--- src/rtl/e203_subsys_clksw_ctrl.sv ---
// Core clock source sequencer: moves the glitch-free mux between the reference clock and the PLL,
// qualifies PLL lock before switching, and falls back to the reference clock on lock loss.
module e203_subsys_clksw_ctrl #(
    parameter int unsigned LOCK_STABLE  = 16,
    parameter int unsigned LOCK_TIMEOUT = 1024,
    parameter int unsigned SETTLE_CYC   = 8,
    parameter int unsigned CNT_W        = 11
) (
    input  logic clk,
    input  logic rst_n,
    input  logic req_valid,
    input  logic req_sel,
    output logic req_ready,
    output logic done_valid,
    output logic done_err,
    output logic pll_en,
    input  logic pll_lock,
    output logic sel1,
    output logic cur_sel,
    output logic busy,
    output logic lock_lost,
    input  logic lock_lost_clr
);

    typedef enum logic [1:0] {StIdle, StLockWait, StSettle1, StSettle0} state_e;

    localparam logic [CNT_W-1:0] StabLast = CNT_W'(LOCK_STABLE - 1);
    localparam logic [CNT_W-1:0] TmoLast  = CNT_W'(LOCK_TIMEOUT - 1);
    localparam logic [CNT_W-1:0] SetLast  = CNT_W'(SETTLE_CYC - 1);
    localparam logic [CNT_W-1:0] CntOne   = CNT_W'(1);

    state_e             state_q, state_d;
    logic               lock_meta_q, lock_meta_d;
    logic               lock_s_q, lock_s_d;
    logic               sel1_q, sel1_d;
    logic               pll_en_q, pll_en_d;
    logic               cur_sel_q, cur_sel_d;
    logic               lock_lost_q, lock_lost_d;
    logic               done_valid_q, done_valid_d;
    logic               done_err_q, done_err_d;
    logic               err_q, err_d;
    logic               auto_q, auto_d;
    logic [CNT_W-1:0]   tmo_cnt_q, tmo_cnt_d;
    logic [CNT_W-1:0]   stab_cnt_q, stab_cnt_d;
    logic [CNT_W-1:0]   set_cnt_q, set_cnt_d;
    logic               fallback;
    logic               accept;

    // Running on the PLL without a synchronized lock forces a return to the reference clock.
    assign fallback = cur_sel_q & ~lock_s_q;
    assign accept   = (state_q == StIdle) & ~fallback & req_valid;

    always_ff @(posedge clk or negedge rst_n) begin
        if (!rst_n) begin
            state_q      <= StIdle;
            lock_meta_q  <= 1'b0;
            lock_s_q     <= 1'b0;
            sel1_q       <= 1'b0;
            pll_en_q     <= 1'b0;
            cur_sel_q    <= 1'b0;
            lock_lost_q  <= 1'b0;
            done_valid_q <= 1'b0;
            done_err_q   <= 1'b0;
            err_q        <= 1'b0;
            auto_q       <= 1'b0;
            tmo_cnt_q    <= '0;
            stab_cnt_q   <= '0;
            set_cnt_q    <= '0;
        end else begin
            state_q      <= state_d;
            lock_meta_q  <= lock_meta_d;
            lock_s_q     <= lock_s_d;
            sel1_q       <= sel1_d;
            pll_en_q     <= pll_en_d;
            cur_sel_q    <= cur_sel_d;
            lock_lost_q  <= lock_lost_d;
            done_valid_q <= done_valid_d;
            done_err_q   <= done_err_d;
            err_q        <= err_d;
            auto_q       <= auto_d;
            tmo_cnt_q    <= tmo_cnt_d;
            stab_cnt_q   <= stab_cnt_d;
            set_cnt_q    <= set_cnt_d;
        end
    end

    always_comb begin
        state_d      = state_q;
        lock_meta_d  = pll_lock;
        lock_s_d     = lock_meta_q;
        sel1_d       = sel1_q;
        pll_en_d     = pll_en_q;
        cur_sel_d    = cur_sel_q;
        lock_lost_d  = lock_lost_q;
        done_valid_d = 1'b0;
        done_err_d   = 1'b0;
        err_d        = err_q;
        auto_d       = auto_q;
        tmo_cnt_d    = tmo_cnt_q;
        stab_cnt_d   = stab_cnt_q;
        set_cnt_d    = set_cnt_q;

        if (lock_lost_clr) begin
            lock_lost_d = 1'b0;
        end

        unique case (state_q)
            StIdle: begin
                if (fallback) begin
                    sel1_d      = 1'b0;
                    lock_lost_d = 1'b1;
                    auto_d      = 1'b1;
                    err_d       = 1'b0;
                    set_cnt_d   = '0;
                    state_d     = StSettle0;
                end else if (accept) begin
                    if (req_sel == cur_sel_q) begin
                        done_valid_d = 1'b1;
                    end else if (req_sel) begin
                        pll_en_d   = 1'b1;
                        tmo_cnt_d  = '0;
                        stab_cnt_d = '0;
                        state_d    = StLockWait;
                    end else begin
                        sel1_d    = 1'b0;
                        set_cnt_d = '0;
                        err_d     = 1'b0;
                        auto_d    = 1'b0;
                        state_d   = StSettle0;
                    end
                end
            end
            StLockWait: begin
                tmo_cnt_d  = tmo_cnt_q + CntOne;
                stab_cnt_d = lock_s_q ? stab_cnt_q + CntOne : '0;
                // A qualified lock on the final timeout cycle still completes the switch.
                if (lock_s_q && (stab_cnt_q == StabLast)) begin
                    sel1_d    = 1'b1;
                    set_cnt_d = '0;
                    state_d   = StSettle1;
                end else if (tmo_cnt_q == TmoLast) begin
                    pll_en_d     = 1'b0;
                    done_valid_d = 1'b1;
                    done_err_d   = 1'b1;
                    state_d      = StIdle;
                end
            end
            StSettle1: begin
                if (!lock_s_q) begin
                    sel1_d    = 1'b0;
                    err_d     = 1'b1;
                    auto_d    = 1'b0;
                    set_cnt_d = '0;
                    state_d   = StSettle0;
                end else if (set_cnt_q == SetLast) begin
                    cur_sel_d    = 1'b1;
                    done_valid_d = 1'b1;
                    state_d      = StIdle;
                end else begin
                    set_cnt_d = set_cnt_q + CntOne;
                end
            end
            StSettle0: begin
                if (set_cnt_q == SetLast) begin
                    pll_en_d     = 1'b0;
                    cur_sel_d    = 1'b0;
                    done_valid_d = ~auto_q;
                    done_err_d   = ~auto_q & err_q;
                    state_d      = StIdle;
                end else begin
                    set_cnt_d = set_cnt_q + CntOne;
                end
            end
            default: state_d = StIdle;
        endcase
    end

    always_comb begin
        req_ready  = (state_q == StIdle) & ~fallback;
        busy       = (state_q != StIdle);
        done_valid = done_valid_q;
        done_err   = done_err_q;
        pll_en     = pll_en_q;
        sel1       = sel1_q;
        cur_sel    = cur_sel_q;
        lock_lost  = lock_lost_q;
    end

endmodule

--- config.mk ---
export PLATFORM = sky130hd
export DESIGN_NAME = e203_subsys_clksw_ctrl
export DESIGN_NICKNAME = d
export VERILOG_FILES = /design/src/rtl/e203_subsys_clksw_ctrl.sv
export SDC_FILE = /design/constraint.sdc
export NUM_CORES = 1
export LEC_CHECK = 0
export CORE_ASPECT_RATIO = 0.75
export CORE_MARGIN = 2
export CORE_UTILIZATION = 30
export CTS_BUF_LIST = sky130_fd_sc_hd__clkbuf_4 sky130_fd_sc_hd__clkbuf_8
export DETAILED_ROUTE_END_ITERATION = 6
export SETUP_SLACK_MARGIN = 0.4
export SKIP_CTS_REPAIR_TIMING = 1
export SYNTH_ARGS = -nofsm -noshare
export SYNTH_HDL_FRONTEND = slang
export SYNTH_SLANG_ARGS = --single-unit
--- constraint.sdc ---
create_clock -name clk -period 4.3 [get_ports clk]
set_input_delay 0.43 -clock clk [delete_from_list [all_inputs] [get_ports clk]]
set_output_delay 0.43 -clock clk [all_outputs]
set_load 0.01 [all_outputs]
==> run metrics, run 1 <==
status finished clean; Final Hold Viols 0; fmax 399 MHz; GR Overflow Total 0; Hold Crit Class in2async; global-route usage over all layers 13.0%; ys async rst share 100%; core box area 8380 µm²; Post-synth top cells dfrtp_1 (45), nand2_1 (34), o21ai_0 (26), nand3_1 (20), nor2_1 (10); Yosys warning count 0; Worst EP required 3870 ps; drt via density 5.49; Clock Latency Late Sink 300 ps; die span in x 111 µm; ANT cells 0; Rows 29; Main synth FF type dfrtp_1; max_cap viols 0; largest net degree at the start of global routing 46; final setup violation count 0; share of cells above drive strength 1 7.86%; Yosys top cell area share 43.9%; PD cells 437 nW/µm²; DRT Pass-1 Iters 4; clk sinks 45; PortBufs 13; Mapped Area 2570 µm²; # H-tree levels 2; maximum clock path buffer count 2; vias 2130; fin crit period 2510 ps; number of antenna violations at the first check in global routing 0; nets@finish 288; Crit. End Element output port; Seq/Total Area, Yosys 43.9%; Peak VDD IR 149 µV; Worst EP arrival 2080 ps; full die area 9320 µm²; Post-Syn Nets 280; FILL cells 867; Synth area leaders dfrtp_1 (44%), o21ai_0 (5.1%), nand2_1 (5.0%); Synth area leader dfrtp_1; Worst Skew 7.03 ps; setup_tns 0 ps; CTS Buf Count 5; period utilisation layout 58.3%; die outline height 84.1 µm; Avg WL per Cell 14.6 µm; Initial Util 30.6%; slew margin rel. 30.7%; Multi-input gate area 1340 µm²; flops & latches, synth 45; vias in the first global route 2079; unrepaired setup endpoints after global routing false; Top-Level Pins 14; CP startpoint kind flip-flop; CTS tree built; synth unique cells 56; Remaining DRCs 0; Sequential cell area 1130 µm²; Layout area overhead 11.0%; CP max FO 22; Min Hold Slack 294 ps; syn avg cell area 9.47 µm²; post-route ant nets 0; Pleak 1.14 nW; cells after synthesis 271; root buf cell clkbuf_8; Post-synth EDFFs 0; Worst-Margin Slew 1030 ps; starting DRC count in detailed routing 110; Post-DP HPWL 3.82 mm; routability cong. 0.796; Slew Viols, Final 0; first-pass GRT wire length 10.1 mm; top-count cell post-synth dfrtp_1; total wire length 5.65 mm; Crit Path Class reg2out; Clock transition at path regs 90 ps
==> stage by stage <==
| step | instances | setup slack (ps) | total power, mW | instance area, µm² | util [%] |
|---|---|---|---|---|---|
| after CTS | 388 | 1790 | 1.26 | 2850 | 34.0 |
| after global placement | 380 | 1670 | 0.979 | 2760 | 33.0 |
| after floorplan | 271 | 2600 | 0.875 | 2570 | - |
| after detailed placement | 380 | 1610 | 0.987 | 2760 | 33.0 |
| after global routing | 388 | 1620 | 1.35 | 2850 | 34.0 |
| final | 388 | 1790 | 1.25 | 2850 | 34.0 |
==> critical path, cell delays in order, from the launching register on <==
cell	delay [ps]
dfrtp_1	670
nor2_1	340
inv_1	100
nor2_1	110
clkdlybuf4s50_1	550
==> sequential cells by signal, summed over array words and instances, names as in the netlist <==
name,flops
lock_s_q,1
sel1,1
done_err,1
done_valid,1
err_q,1
set_cnt_q,11
lock_lost,1
stab_cnt_q,11
cur_sel,1
tmo_cnt_q,11
pll_en,1
auto_q,1
lock_meta_q,1
state_q,2
==> report_power, final <==
group	internal (mW)	total (mW)	switching, mW
sequential	0.490	0.597	0.107
combinational	0.162	0.386	0.224
clock	0.119	0.264	0.145
total	0.771	1.25	0.476
==> cells in the final DEF, fill, tap and decap left out, types with 3 or more instances in the layout <==
master           Yosys  final
dfrtp_1             45     45
nand2_1             34     34
o21ai_0             26     26
nand3_1             20     20
clkdlybuf4s50_1      0     12
nor2_1              10     10
inv_1                9      9
a31oi_1              9      9
a22o_1               9      9
nor4_1               8      8
nand4_1              7      7
mux2i_1              7      7
a21oi_1              5      5
o211ai_1             5      5
nand3b_1             5      5
clkbuf_8             0      5
nor3_1               4      4
and3_1               3      3
nand2b_1             3      3
or3_1                3      3
ha_1                 3      3
==> cell type report <==
cell class / instances / share of cell area [%]
clock inverters: 2 / 0.351
well taps: 108 / 4.74
inverters: 9 / 1.19
clock buffers: 6 / 2.68
repair buffers: 14 / 4.65
multi-input cells: 204 / 46.9
flip-flops and latches: 45 / 39.5
==> kinds of logic (layout without fill, tap and decap cells) <==
| logic type | count (synthesis) | after routing | share of synthesized area (%) |
|---|---|---|---|
| AOI/OAI and AO/OA | 74 | 74 | 20.2 |
| muxes | 7 | 7 | 2.73 |
| buffers and inverters | 22 | 31 | 4.09 |
| DFF | 45 | 45 | 43.9 |
| and+or+nand+nor | 119 | 119 | 27.3 |
| adders and majority gates | 3 | 3 | 1.46 |
| xor gates and xnor gates | 1 | 1 | 0.341 |
==> worst paths after layout <==
kind                              from            end  slack [ps]  cells past startpoint
max                         state_q[0]      req_ready        1790                      4
min                              rst_n       done_err         290                      1
max reg2reg                 state_q[0]   set_cnt_q[0]        1880                      4
min reg2reg                lock_meta_q       lock_s_q         360                      0
max in group asynchronous        rst_n  stab_cnt_q[5]        3380                      1
min in group clk           lock_meta_q       lock_s_q         360                      0
==> per-layer routing <==
layer | routed length (µm) | share of wire (%) | global-route usage [%] | vias up
met5 | 0 | 0 | 0 | -
met4 | 99 | 1.8 | 5.00 | 0
met3 | 197 | 3.5 | 2.54 | 10
met2 | 2320 | 41 | 19.2 | 37
met1 | 3030 | 54 | 18.9 | 1047
li1 | - | - | - | 1036
Note: power is estimated with default switching activity, not from simulation.
==> run 2: changes to the inputs <==
==> constraint.sdc (replaced) <==
create_clock -name clk -period 2.35 [get_ports clk]
set_input_delay 0.235 -clock clk [delete_from_list [all_inputs] [get_ports clk]]
set_output_delay 0.235 -clock clk [all_outputs]
set_load 0.01 [all_outputs]
==> run 2 against run 1 <==
  * Final cell count grew 4.1%
  * Die area unchanged
  * Clock power up 120%
  * Non-clock buffer count up 17
  * Via count grew 3.9%
  * Global-route usage about the same
  * Critical path depth unchanged
  * First-iteration DRC count is 30% higher
  * Register-to-register slack worse by 1400 ps
  * Critical endpoint is now busy
  * Largest power group unchanged
==> run metrics, run 2 (same netlist as run 1, synthesis figures left out) <==
die span in x 111 µm; Layout area overhead 19.5%; CP max FO 9; core box area 8380 µm²; Remaining DRCs 0; Hold Path Stages 0; final setup violation count 0; status finished clean; slew margin rel. 62.5%; Peak VDD IR 428 µV; CP delay by family, top buffers and inverters; switching share of power 36.9%; post-route ant nets 0; die outline height 84.1 µm; Rows 29; Crit Path Class reg2out; # H-tree levels 2; Worst EP arrival 1590 ps; routability cong. 0.800; vias in the first global route 2035; Final Hold Viols 0; Hold Crit Class reg2reg; max_cap viols 0; PD cells 821 nW/µm²; Max stage delay cell, worst path clkdlybuf4s50_1; CP startpoint kind flip-flop; dpl cells 394; FILL cells 818; Largest stage delay, worst path 480 ps; clk sinks 45; FF-to-FF path depth 5; worst path buffer plus inverter count 3; Top Registers set_cnt_q x11, stab_cnt_q x11, tmo_cnt_q x11; GR Overflow Total 0; Top-Level Pins 14; Multi-input gate area 1400 µm²; ANT cells 0; CP Depth 4; P_sw 0.929 mW; Clock Latency Late Sink 300 ps; vias 2213; period utilisation layout 77.8%; global-route usage over all layers 13.0%; Initial Util 30.6%; starting DRC count in detailed routing 143; Worst-Margin Slew 560 ps; root buf cell clkbuf_8; total wire length 5.99 mm; share of cells above drive strength 1 15.5%; Pleak 1.25 nW; fmax 547 MHz; unrepaired setup endpoints after global routing false; maximum clock path buffer count 2; number of antenna violations at the first check in global routing 0; setup_tns 0 ps; Post-DP HPWL 4.18 mm; Slew Viols, Final 0; most frequent cells in the layout dfrtp_1 (44), nand2_1 (34), o21ai_0 (26); fin crit period 1830 ps; full die area 9320 µm²; most common cell after layout, fill and taps aside dfrtp_1; combinational share of power 35.1%; Sequential cell area 1130 µm²; nets@finish 305; DRT Pass-1 Iters 4; Flop pwr share 41.8%; first-pass GRT wire length 10.0 mm; largest net degree at the start of global routing 22; power share of the clock group 23.2%; internal power 1.59 mW; post-route insts no fill 404; Crit. End Element output port; PortBufs 13; Worst EP required 2120 ps; Clock transition at path regs 90 ps; Avg WL per Cell 14.8 µm; CTS Buf Count 5; drt via density 5.48; CP cell instances buf_4, nor2_4, inv_1, clkdlybuf4s50_1; CTS tree built; Worst Skew 9.47 ps
-- run 2: worst paths after layout --
check / from / endpoint / slack, ps
worst min-delay path: lock_meta_q / lock_s_q / 360
worst max-delay path: state_q[0] / busy / 520
worst max register to register: stab_cnt_q[0] / set_cnt_q[4] / 520
min in group asynchronous: rst_n / done_err / 430
max in group asynchronous: rst_n / set_cnt_q[2] / 1300
worst min register to register: lock_meta_q / lock_s_q / 360
-- run 2: area by class of cell --
| cell class | instances | area share [%] |
|---|---|---|
| timing repair buffer | 31 | 8.65 |
| inverter | 9 | 1.10 |
| clock inverter | 2 | 1.14 |
| clock buffer | 5 | 2.24 |
| tap | 108 | 4.40 |
| multi-input combinational | 204 | 45.7 |
| sequential | 45 | 36.7 |
-- run 2: per-layer routing --
layer | GRT usage [%] | part of all wire, % | vias up
li1 | - | - | 1069
met1 | 19.8 | 53 | 1098
met2 | 18.4 | 42 | 41
met3 | 2.83 | 4.1 | 5
met4 | 3.64 | 0.83 | 0
met5 | 0 | 0 | -
-- run 2: through the flow --
stage / setup WS (ps) / util, % / hold WS, ps / total power, mW / instance area, µm²
floorplan: 647 / - / -60.6 / 1.60 / 2570
global placement: 220 / 34.2 / 232 / 1.87 / 2870
detailed placement: 175 / 34.2 / 233 / 1.89 / 2870
CTS: 144 / 35.5 / -97.8 / 2.46 / 2970
global route: 437 / 36.6 / 373 / 2.68 / 3070
finish: 521 / 36.6 / 361 / 2.52 / 3070
-- run 2: power groups by stage --
stage          clock (mW)  sequential (mW)  combinational [mW]
6_report            0.583             1.05               0.884
5_1_grt             0.624             1.07               0.979
4_1_cts             0.588             1.06               0.821
3_3_place_gp            0             1.06               0.802
2_1_floorplan           0             1.03               0.567
3_5_place_dp            0             1.07               0.815
==> run 3: changes to the inputs <==
==> constraint.sdc (replaced) <==
create_clock -name clk -period 1.6 [get_ports clk]
set_input_delay 0.16 -clock clk [delete_from_list [all_inputs] [get_ports clk]]
set_output_delay 0.16 -clock clk [all_outputs]
set_load 0.01 [all_outputs]
==> run 3 against run 2 <==
  * The flow now finishes with violations (negative setup slack)
  * Worst setup slack lost 570 ps
  * Clock power up 34%
  * Non-clock buffer count grew 50
  * Register-to-register slack worse by 570 ps
==> run metrics, run 3 (same netlist as run 1, synthesis figures left out) <==
status finished with violations; failing checks negative setup slack; vias 2468; internal power 2.82 mW; Worst-Margin Slew 418 ps; Pleak 1.73 nW; min setup slack post-route -44.8 ps; nets@finish 357; Multi-input gate area 1720 µm²; Layout area overhead 53.6%; number of antenna violations at the first check in global routing 0; Flop pwr share 34.0%; slew margin rel. 72.2%; ANT cells 0; root buf cell clkbuf_8; Clock transition at path regs 90 ps; PD cells 1150 nW/µm²; die span in x 111 µm; # H-tree levels 2; fin crit period 1640 ps; Top-Level Pins 14; Top Registers set_cnt_q x11, stab_cnt_q x11, tmo_cnt_q x11; CP max FO 6; Core Util, Final 47.0%; Rows 29; max_cap viols 0; CP startpoint kind flip-flop; power share of the clock group 17.2%; met3 Use GR 2.76%; Peak VDD IR 565 µV; GR Overflow Total 0; drt via density 5.40; Crit Path Class reg2reg; Final Hold Viols 0; core box area 8380 µm²; Post-DP HPWL 4.45 mm; Sequential cell area 1130 µm²; final setup violation count 7; maximum clock path buffer count 2; first-pass GRT wire length 10.8 mm; global-route usage over all layers 13.9%; Worst EP required 1790 ps; routability cong. 0.775; share of cells above drive strength 1 43.8%; P_sw 1.71 mW; routing usage on met2 20.5%; PortBufs 13; total wire length 7.34 mm; full die area 9320 µm²; CTS Buf Count 5; clk sinks 45; FILL cells 755; most common cell after layout, fill and taps aside buf_4; starting DRC count in detailed routing 140; CTS tree built; Worst EP arrival 1840 ps; Worst Skew 5.30 ps; unrepaired setup endpoints after global routing true; post-route ant nets 0; Hold Crit Class in2reg; Min Hold Slack 261 ps; met1 usage 20.9%; largest net degree at the start of global routing 46; Slew Viols, Final 0; Initial Util 30.6%; Avg WL per Cell 16.1 µm; Clock Latency Late Sink 290 ps; switching share of power 37.8%; pre-CTS WS -207 ps; most frequent cells in the layout buf_4 (44), dfrtp_1 (41), nand2_1 (27); Crit. End Element flip-flop; vias in the first global route 2199; fmax 608 MHz; DRT Pass-1 Iters 4; global route hottest layer met1; combinational share of power 48.8%; period utilisation layout 103%; Remaining DRCs 0; die outline height 84.1 µm
-- run 3: layout make-up --
class	count	area share (%)
Inverter	9	0.857
Clock buffer	7	2.44
Timing Repair Buffer	81	20.8
Tap cell	108	3.43
Clock inverter	1	0.127
Sequential cell	45	28.7
Multi-Input combinational cell	206	43.7
-- run 3: through the flow --
step	instance area [µm²]	TNS [ps]	power, mW	std cells
CTS	3390	-786	4.03	436
global route	3940	-845	4.82	457
finish	3940	-180	4.54	457
detailed placement	3290	-3600	3.23	428
floorplan	2720	-122	2.55	271
global placement	3290	-2960	3.18	428
-- run 3: worst max-delay path: stages, from the launching register on --
cell and delay, ps:
dfrtp_1 420, nor4_4 270, buf_4 180, a31oi_4 180, o31a_1 290, o211a_1 200
-- run 3: power by group through the flow --
stage          Clock [mW]  Sequential (mW)  Combinational, mW
6_report            0.782             1.54               2.21
5_1_grt             0.850             1.57               2.41
4_1_cts             0.812             1.50               1.72
3_5_place_dp            0             1.52               1.71
3_3_place_gp            0             1.51               1.67
2_1_floorplan           0             1.53               1.03
-- run 3: path summary, 6_finish.rpt --
check | endpoint | cells past startpoint | startpoint | slack, ps
worst min-delay path | done_valid | 3 | req_valid | 260
worst max-delay path | set_cnt_q[4] | 5 | stab_cnt_q[5] | -40
min in group asynchronous | auto_q | 3 | rst_n | 370
max in group asynchronous | tmo_cnt_q[0] | 3 | rst_n | 990
worst max register to register | set_cnt_q[4] | 5 | stab_cnt_q[5] | -40
worst min register to register | lock_s_q | 0 | lock_meta_q | 360
-- run 3: metal layers --
layer / wire [µm] / part of all wire (%)
met2: 3470 / 47
met5: 0 / 0
met1: 3530 / 48
met4: 95 / 1.3
met3: 251 / 3.4
